**src/rtl/dmem_ctrl.sv**
```systemverilog
// Data-memory responder: serialises execute-stage loads and retire stores onto the
// single tagged memory port and returns right-aligned load data with a valid pulse.
`timescale 1ns/1ps
module dmem_ctrl #(
    parameter int XLEN       = 32,
    parameter int MEM_TAG_W  = 4,
    parameter int MEM_DATA_W = 64,
    parameter int MEM_SIZE   = 2
) (
    input  logic                  clock,
    input  logic                  reset,
    input  logic [1:0]            load2Dmem_command,
    input  logic [XLEN-1:0]       load2Dmem_addr,
    input  logic [MEM_SIZE-1:0]   load2Dmem_size,
    input  logic                  load_squash,
    input  logic [1:0]            store2Dmem_command,
    input  logic [XLEN-1:0]       store2Dmem_addr,
    input  logic [MEM_SIZE-1:0]   store2Dmem_size,
    input  logic [XLEN-1:0]       store2Dmem_data,
    output logic [1:0]            proc2mem_command,
    output logic [XLEN-1:0]       proc2mem_addr,
    output logic [MEM_SIZE-1:0]   proc2mem_size,
    output logic [MEM_DATA_W-1:0] proc2mem_data,
    input  logic [MEM_TAG_W-1:0]  mem2proc_response,
    input  logic [MEM_DATA_W-1:0] mem2proc_data,
    input  logic [MEM_TAG_W-1:0]  mem2proc_tag,
    output logic [XLEN-1:0]       Dmem2load_data,
    output logic                  Dmem2load_valid,
    output logic                  dmem_load_busy,
    output logic                  store_ack
);

    localparam logic [1:0] BUS_NONE  = 2'd0;
    localparam logic [1:0] BUS_LOAD  = 2'd1;
    localparam logic [1:0] BUS_STORE = 2'd2;
    localparam logic [MEM_SIZE-1:0] SZ_BYTE   = MEM_SIZE'(0);
    localparam logic [MEM_SIZE-1:0] SZ_DOUBLE = MEM_SIZE'(3);

    typedef enum logic [2:0] {IDLE, LD_ISSUE, LD_WAIT, LD_DRAIN, ST_ISSUE} state_t;

    state_t                state_reg, state_next;
    logic [XLEN-1:0]       addr_reg, addr_next;
    logic [MEM_SIZE-1:0]   size_reg, size_next;
    logic [XLEN-1:0]       sdata_reg, sdata_next;
    logic [MEM_TAG_W-1:0]  tag_reg, tag_next;
    logic [XLEN-1:0]       load_data_reg, load_data_next;
    logic                  load_valid_reg, load_valid_next;
    logic                  store_ack_reg, store_ack_next;

    logic [XLEN-1:0]       half_word;
    logic [XLEN-1:0]       shifted;
    logic [XLEN-1:0]       size_mask;
    logic                  tag_hit;

    // Pick the 32-bit half, shift the addressed byte down, then keep only the access width.
    assign half_word = addr_reg[2] ? mem2proc_data[2*XLEN-1:XLEN] : mem2proc_data[XLEN-1:0];
    assign shifted   = half_word >> {addr_reg[1:0], 3'b000};

    genvar gi;
    generate
        for (gi = 0; gi < XLEN/8; gi++) begin : g_mask
            assign size_mask[gi*8 +: 8] =
                {8{(gi == 0) || (gi == 1 && size_reg != SZ_BYTE) || size_reg[1]}};
        end
    endgenerate

    assign tag_hit = (tag_reg != '0) && (mem2proc_tag == tag_reg);

    always_ff @(posedge clock or posedge reset) begin
        if (reset) begin
            state_reg      <= IDLE;
            addr_reg       <= '0;
            size_reg       <= '0;
            sdata_reg      <= '0;
            tag_reg        <= '0;
            load_data_reg  <= '0;
            load_valid_reg <= 1'b0;
            store_ack_reg  <= 1'b0;
        end else begin
            state_reg      <= state_next;
            addr_reg       <= addr_next;
            size_reg       <= size_next;
            sdata_reg      <= sdata_next;
            tag_reg        <= tag_next;
            load_data_reg  <= load_data_next;
            load_valid_reg <= load_valid_next;
            store_ack_reg  <= store_ack_next;
        end
    end

    always_comb begin
        state_next       = state_reg;
        addr_next        = addr_reg;
        size_next        = size_reg;
        sdata_next       = sdata_reg;
        tag_next         = tag_reg;
        load_data_next   = load_data_reg;
        load_valid_next  = 1'b0;
        store_ack_next   = 1'b0;
        proc2mem_command = BUS_NONE;
        proc2mem_addr    = '0;
        proc2mem_size    = SZ_BYTE;
        proc2mem_data    = '0;
        case (state_reg)
            IDLE: begin
                // The pulse cycles block re-capture of a request the requester is still holding.
                if (store2Dmem_command == BUS_STORE && !store_ack_reg) begin
                    addr_next  = store2Dmem_addr;
                    size_next  = store2Dmem_size;
                    sdata_next = store2Dmem_data;
                    state_next = ST_ISSUE;
                end else if (load2Dmem_command == BUS_LOAD && !load_squash && !load_valid_reg) begin
                    addr_next  = load2Dmem_addr;
                    size_next  = load2Dmem_size;
                    state_next = LD_ISSUE;
                end
            end
            ST_ISSUE: begin
                proc2mem_command = BUS_STORE;
                proc2mem_addr    = addr_reg;
                proc2mem_size    = size_reg;
                proc2mem_data    = {{(MEM_DATA_W-XLEN){1'b0}}, sdata_reg};
                if (mem2proc_response != '0) begin
                    store_ack_next = 1'b1;
                    state_next     = IDLE;
                end
            end
            LD_ISSUE: begin
                proc2mem_command = BUS_LOAD;
                proc2mem_addr    = {addr_reg[XLEN-1:3], 3'b000};
                proc2mem_size    = SZ_DOUBLE;
                if (mem2proc_response != '0) begin
                    tag_next   = mem2proc_response;
                    state_next = load_squash ? LD_DRAIN : LD_WAIT;
                end else if (load_squash) begin
                    state_next = IDLE;
                end
            end
            LD_WAIT: begin
                if (tag_hit) begin
                    tag_next   = '0;
                    state_next = IDLE;
                    if (!load_squash) begin
                        load_data_next  = shifted & size_mask;
                        load_valid_next = 1'b1;
                    end
                end else if (load_squash) begin
                    state_next = LD_DRAIN;
                end
            end
            LD_DRAIN: begin
                if (tag_hit) begin
                    tag_next   = '0;
                    state_next = IDLE;
                end
            end
            default: state_next = IDLE;
        endcase
    end

    assign dmem_load_busy  = (load2Dmem_command == BUS_LOAD && !load_valid_reg) ||
                             state_reg == LD_ISSUE || state_reg == LD_WAIT || state_reg == LD_DRAIN;
    assign Dmem2load_data  = load_data_reg;
    assign Dmem2load_valid = load_valid_reg;
    assign store_ack       = store_ack_reg;

endmodule

```
**config.mk**
```make
export PLATFORM = sky130hd
export DESIGN_NAME = dmem_ctrl
export DESIGN_NICKNAME = d
export VERILOG_FILES = /design/src/rtl/dmem_ctrl.sv
export SDC_FILE = /design/constraint.sdc
export NUM_CORES = 1
export LEC_CHECK = 0
export ABC_AREA = 1
export BUFFER_PORTS_ARGS = -buffer_cell sky130_fd_sc_hd__buf_2
export CAP_MARGIN = 0
export CORE_MARGIN = 4
export CORE_UTILIZATION = 45
export CTS_BUF_LIST = sky130_fd_sc_hd__clkbuf_16
export CTS_CLUSTER_DIAMETER = 40
export DETAILED_ROUTE_END_ITERATION = 10
export MAX_ROUTING_LAYER = met4
export PLACE_DENSITY = 0.89
export SLEW_MARGIN = 40
export SYNTH_ARGS = -nofsm -noshare
export SYNTH_HDL_FRONTEND = slang
export SYNTH_SLANG_ARGS = --single-unit
export TNS_END_PERCENT = 20
```
**constraint.sdc**
```tcl
create_clock -name clock -period 7 [get_ports clock]
set_clock_uncertainty 0.15 [all_clocks]
set_input_delay 1.75 -clock clock [delete_from_list [all_inputs] [get_ports clock]]
set_output_delay 1.75 -clock clock [all_outputs]
set_load 0.005 [all_outputs]
```
* After elaboration in Yosys (flattened, before gate mapping) *
Index checks and enable logic that the tools add are counted.

storage, ports and cells
  input port bits = 179
  output and inout bits = 135
  register bits = 107

cells by class
  shift operators = 1
  bitwise operators = 2
  mux-type cells = 27
  equality and inequality tests = 14
  reduce and logical (&&, ||, !) cells = 24

operators with widths
  cell                                           number
  two-way mux 32 bit                             4
  case mux 32 bit (2 select lines)               1
  AND 32 bit                                     1
  right shift 32 x 5 -> 32 bit                   1
  two-way mux 3 bit                              8
  case mux 3 bit (5 select lines)                1
  != test 3 bit, second input constant           3
  two-way mux 4 bit                              2
  case mux 2 bit (2 select lines)                2
  case mux 4 bit (2 select lines)                1
  nonzero test 4 bit                             2
  == test 3 x 2 -> 1 bit, second input constant  2
  two-way mux 1 bit                              6
  != test 2 bit, second input constant           3
  AND reduction 3 bit                            2
  nonzero test 2 bit                             3
  logical AND 1 bit                              5
  AND reduction 5 bit                            1
  == test 4 bit                                  1
  logical OR 1 bit                               4
  two-way mux 2 bit                              2
  AND reduction 2 bit                            2
  == test 3 x 1 -> 1 bit, second input constant  1
  == test 3 bit, second input constant           1
  7 further kinds                                9

* Depth between registers and ports, before layout *
Gate-level depths: netlist (run 1).

  depth in word-level cells = 6
  gate-level depth with buffers = 11
  gate-level depth less buffers = 11

* Least setup slack after synthesis (run 1) *
No wires, ideal clock.

  kind = input -> output
  start = input load2Dmem_command[0]
  end = output dmem_load_busy
  required time = 5.100 ns
  cell stages on the path = 2
  arrival time = 2.166 ns
  path slack = 2.934 ns
  cell sequence = nor3b_1 > or2_2

on the way
  cells in the longest elaborated chain, start to end = 5

ends and longest elaborated chain
  element                         RTL line  RTL
  start: declaration              12        input logic [1:0] load2Dmem_command,
  == test 2 x 1 -> 1 bit          161       assign dmem_load_busy = (load2Dmem_command == BUS_LOAD && !load_valid_reg) ||
  logical AND 1 bit               161
  logical OR 1 bit                161
  logical OR 1 bit (2 in series)  162       state_reg == LD_ISSUE || state_reg == LD_WAIT || state_reg == LD_DRAIN;
  end: declaration                29        output logic dmem_load_busy,

No other way between the ends.

* Final worst setup path (run 1) *
  start = input load2Dmem_command[1]
  end = output dmem_load_busy

Same word-level chain as after synthesis.

==> impl_metrics.env, run 1 <==
export IMPL_status="finished, final reports clean"
export IMPL_cts_resized=0
export IMPL_syn_inst=849
export IMPL_r2r_slack_ns=4.08
export IMPL_cts_hold_buf=0
export IMPL_cp_max_fo=2
export IMPL_cts_max_level=3
export IMPL_reg2reg_depth=6
export IMPL_finalSetupTns_ns=0
export IMPL_max_freq_ghz=0.224
export IMPL_critPathKind="in -> out"
export IMPL_hold_path_class="reg -> reg"
export IMPL_startpoint_type="primary input"
export IMPL_worstHoldStart="Dmem2load_data[21]"
export IMPL_cts_sinks=107
export IMPL_antenna_found_initial=0
export IMPL_core_mm2=0.0134
export IMPL_grt_max_degree=69
export IMPL_drt_total_wl_um=18500
export IMPL_grt_ovfl_total=0
export IMPL_syn_to_final_growth_pct=25.9
export IMPL_drive_above_1_share=0.338
export IMPL_cts_tree="yes"
export IMPL_grt_pass1_vias=6043
export IMPL_drt_iter0_markers=475
export IMPL_first_pass_iters=7
export IMPL_finalPower_w=0.00283
export IMPL_arrival_ns=2.57
export IMPL_worst_pin_slew_ns=0.763
export IMPL_slowest_stage="nor3b_1"
export IMPL_grt_use_total=0.235
export IMPL_io_pins=314
export IMPL_crit_path_end_kind="output pin"
export IMPL_slowest_delay_ns=0.40
export IMPL_grt_pass1_wl_um=29400
export IMPL_slew_viol_final=0
export IMPL_startpoint="load2Dmem_command[1]"
export IMPL_rr_startpoint="store_ack"
export IMPL_period_share=0.638
export IMPL_die_x_um=126
export IMPL_yosys_area_top_type="dfrtp_1"
export IMPL_synth_top_cell_area_share=0.429
export IMPL_path_cells="buf_2 > nor3b_1 > or2_2 > buf_2"
export IMPL_num_vias=6452
export IMPL_root_buffer="clkbuf_16"
export IMPL_power_density_mw_per_mm2=361
export IMPL_rows=42
export IMPL_post_cts_setup_buffers=0
export IMPL_initial_core_util=0.466
export IMPL_report_final_setup_viol=0
export IMPL_syn_avg_cell_area_um2=7.35
export IMPL_dp_hpwl_um=13900
export IMPL_synth_seq_area_share=0.429
export IMPL_synth_area_mm2=0.00624
export IMPL_rsz0062_at_grt="no"
export IMPL_die_y_um=126
export IMPL_ys_seq_elements=107
export IMPL_wl_per_cell_um=14.4
export IMPL_clk_latency_ns=0.34
export IMPL_holdPathEnd="Dmem2load_data[21]"
export IMPL_relSlewSlack=0.490
export IMPL_crit_required_ns=5.10
export IMPL_antenna_cells=0
export IMPL_dp_slack_ns=2.42
export IMPL_nNetsFinal=1278
export IMPL_drc=0
export IMPL_final_hold_violation_count=0
export IMPL_yosys_warnings=0
export IMPL_synthTopCellsByArea="dfrtp_1, nand2_1, nor2_1, inv_1, nand3_1"
export IMPL_min_period_ns=4.47
export IMPL_port_buffers=281
export IMPL_maxCapViolations=0
export IMPL_leakage_nw=4.60
export IMPL_setup_ws_ns=2.53
export IMPL_r2r_end="addr_reg[3]"
export IMPL_die_area_mm2=0.0158
export IMPL_numCtsBuffers=9
export IMPL_worst_path_buf_inv=2
export IMPL_peakVddDrop_v=0.000153
export IMPL_critPathTopFamily="simple AND/OR/NAND/NOR gates"
export IMPL_cp_common_cell="buf_2"
export IMPL_cts_path_max_buffers=2
export IMPL_synthDistinctLibCells=34
export IMPL_fill_cells=1226
export IMPL_clk_pin_slew_ns=0.07
export IMPL_ant_nets=0
export IMPL_vias_per_cell=5.04
export IMPL_hold_path_cell_count=2
export IMPL_fin_util=0.586
export IMPL_place_gp_congestion=0.910
==> final cells by class <==
type                            count  area [um2]  share of cell area
Clock buffer                        9         225              0.0287
Clock inverter                      7        60.1             0.00764
Inverter                           88         335              0.0427
Multi-Input combinational cell    603        2860               0.364
Sequential cell                   107        2680               0.341
Tap cell                          176         220              0.0280
Timing Repair Buffer              290        1480               0.188
==> cell usage after synthesis <==
master / instances
nand4_1: 1
o22ai_1: 5
buf_4: 35
clkbuf_1: 26
o31ai_1: 8
nand2_1: 159
nor2_1: 151
inv_4: 1
clkinv_1: 1
inv_1: 76
a21oi_1: 54
a21boi_2: 1
dfrtp_1: 107
o21ai_0: 39
a32oi_1: 1
or2_2: 9
nor3_1: 3
nor2_2: 1
buf_2: 11
nor3_4: 2
nor3_2: 1
nor2_4: 2
buf_6: 6
a31oi_1: 34
mux2i_1: 3
nand2_4: 1
o21ai_2: 16
nand3_4: 1
nand2_2: 21
buf_1: 4
conb_1: 1
nor3b_1: 2
nand3_1: 56
inv_2: 10
==> logic make-up after synthesis <==
group,after synthesis,share of synthesized area
flops,107,0.429
simple gates,410,0.283
mux,3,0.00481
buf+inv,170,0.133
other cells,1,0.000601
compound gates,158,0.149
==> placed cells by master, fill, tap and decap left out, drive strengths merged <==
cell	instances
a21boi	1
a31oi	34
nand3	57
clkbuf	9
nand2	181
dfrtp	107
a21oi	54
clkinv	5
nor3	6
o31ai	8
mux2i	3
a32oi	1
nand4	1
nor3b	2
or2	9
nor2	154
o21ai	55
o22ai	5
buf	290
inv	88
conb	32
clkinvlp	1
bufinv	1
==> where the power goes <==
part | switching (W) | total (W) | internal (W)
registers | 0.000128 | 0.000993 | 0.000864
clock network | 0.000224 | 0.000497 | 0.000273
logic | 0.000848 | 0.00134 | 0.000496
total | 0.00120 | 0.00283 | 0.00163
==> worst max path at each step <==
stage | cells past startpoint | end | slack, ns
after global routing | 4 | dmem_load_busy | 2.42
after CTS | 4 | dmem_load_busy | 2.41
after global placement | 4 | dmem_load_busy | 2.41
after detailed placement | 4 | dmem_load_busy | 2.42
final | 4 | dmem_load_busy | 2.53
after floorplan | 1 | Dmem2load_data[0] | 2.28
==> metrics by stage <==
step	cells	hold WS, ns	instance area (um2)
finish	1280	0.327	7860
global route	1280	0.357	7860
CTS	1279	0.329	7850
detailed placement	1263	0.313	7560
global placement	1263	0.308	7560
floorplan	880	0.322	6360
==> per-layer routing <==
metal,vias up,share of wire,global-route usage
met3,47,0.093,0.0423
met4,0,0.037,0.103
met1,2894,0.38,0.277
li1,3140,-,-
met5,-,0,-
met2,371,0.49,0.393
==> tightest hold or removal path: stages (launching register included) <==
cell,delay [ns]
dfrtp_1,0.34
nand2_1,0.05
nand2_1,0.06
Note: power is estimated with default switching activity, not from simulation.
==> run 2: changes to the inputs <==
- CORE_UTILIZATION: 45 -> 42
- PLACE_DENSITY: 0.89 -> 0.87
- clock period: 7 -> 4 ns (I/O delays scaled with it)
==> impl_metrics.env, run 2 (synthesis results as in run 1) <==
export IMPL_num_vias=6406
export IMPL_leakage_nw=4.63
export IMPL_final_hold_violation_count=0
export IMPL_crit_path_end_kind="output pin"
export IMPL_syn_to_final_growth_pct=27.3
export IMPL_dp_slack_ns=0.855
export IMPL_final_cell_mix="buf_2, nand2_1, nor2_1"
export IMPL_cts_hold_buf=0
export IMPL_antenna_found_initial=0
export IMPL_grt_pass1_wl_um=28300
export IMPL_port_buffers=281
export IMPL_vias_per_cell=4.97
export IMPL_hold_path_class="reg -> reg"
export IMPL_max_freq_ghz=0.285
export IMPL_finalSetupTns_ns=0
export IMPL_period_share=0.877
export IMPL_antenna_cells=0
export IMPL_peakVddDrop_v=0.000276
export IMPL_dp_hpwl_um=14500
export IMPL_crit_required_ns=2.85
export IMPL_drive_above_1_share=0.340
export IMPL_cts_path_max_buffers=2
export IMPL_arrival_ns=2.36
export IMPL_die_x_um=130
export IMPL_fin_cells=1289
export IMPL_post_cts_setup_buffers=0
export IMPL_cts_resized=0
export IMPL_root_buffer="clkbuf_16"
export IMPL_relSlewSlack=0.499
export IMPL_cts_max_level=3
export IMPL_clk_pin_slew_ns=0.08
export IMPL_numCtsBuffers=9
export IMPL_drt_total_wl_um=18900
export IMPL_report_final_setup_viol=0
export IMPL_setup_ws_ns=0.494
export IMPL_first_pass_iters=5
export IMPL_power_density_mw_per_mm2=638
export IMPL_maxCapViolations=0
export IMPL_wl_per_cell_um=14.7
export IMPL_slew_viol_final=0
export IMPL_ant_nets=0
export IMPL_io_pins=314
export IMPL_final_common_cell="buf_2"
export IMPL_drt_iter0_markers=314
export IMPL_critPathKind="reg -> out"
export IMPL_initial_core_util=0.429
export IMPL_cp_max_fo=39
export IMPL_worst_pin_slew_ns=0.750
export IMPL_drc=0
export IMPL_grt_pass1_vias=5822
export IMPL_cts_sinks=107
export IMPL_clk_latency_ns=0.35
export IMPL_min_period_ns=3.51
export IMPL_place_gp_congestion=0.892
export IMPL_core_mm2=0.0145
export IMPL_rsz0062_at_grt="no"
export IMPL_die_area_mm2=0.0169
export IMPL_startpoint_type="register"
export IMPL_grt_ovfl_total=0
export IMPL_cts_tree="yes"
export IMPL_rows=44
export IMPL_numPlacedInstances=1273
export IMPL_die_y_um=130
export IMPL_grt_max_degree=69
export IMPL_grt_use_total=0.220
export IMPL_nNetsFinal=1279
export IMPL_status="finished, final reports clean"
[run 2: per-layer routing]
| metal | wire length, um | track usage |
|---|---|---|
| met5 | 0 | - |
| met4 | 608 | 0.0978 |
| met3 | 1580 | 0.0323 |
| met2 | 9420 | 0.381 |
| met1 | 7290 | 0.252 |
[run 2: worst paths after layout]
| path | startpoint | end | slack, ns | cells past startpoint |
|---|---|---|---|---|
| setup / recovery | state_reg[2] | proc2mem_addr[6] | 0.49 | 7 |
| hold / removal | Dmem2load_data[25] | Dmem2load_data[25] | 0.33 | 2 |
| setup reg to reg | addr_reg[2] | Dmem2load_data[2] | 1.63 | 6 |
| hold reg to reg | Dmem2load_data[25] | Dmem2load_data[25] | 0.33 | 2 |
| max in group asynchronous | reset | addr_reg[12] | 2.34 | 3 |
| min in group asynchronous | reset | sdata_reg[19] | 0.61 | 2 |
[run 2: through the flow]
stage	total power, W	util	cell area (um2)	hold slack (ns)
CTS	0.00511	0.547	7950	0.332
global route	0.00549	0.547	7950	0.352
global placement	0.00406	0.524	7620	0.307
detailed placement	0.00414	0.525	7620	0.310
floorplan	0.00334	-	6360	0.322
finish	0.00507	0.547	7950	0.327
[run 2: worst max-delay path, cell delays in order, from the launching register on]
cell and delay [ns]:
dfrtp_1 0.47, inv_1 0.08, nor3_1 0.35, inv_2 0.38, nand2_1 0.17, inv_2 0.21
nor2_1 0.18, buf_2 0.15
[run 2: power by group]
part	internal [W]	leakage [nW]	total [W]	switching [W]
logic	0.000878	3.19	0.00238	0.00151
registers	0.00151	1.28	0.00174	0.000226
clock network	0.000505	0.157	0.000950	0.000445
total	0.00289	4.63	0.00507	0.00218
[run 2: cell type report]
type | instances | area (um2)
clock buffers | 9 | 225
clock inverters | 7 | 95.1
fillers | 1334 | 6590
inverters | 88 | 335
multi-input cells | 603 | 2860
flip-flops and latches | 107 | 2680
well taps | 184 | 230
repair buffers | 291 | 1520
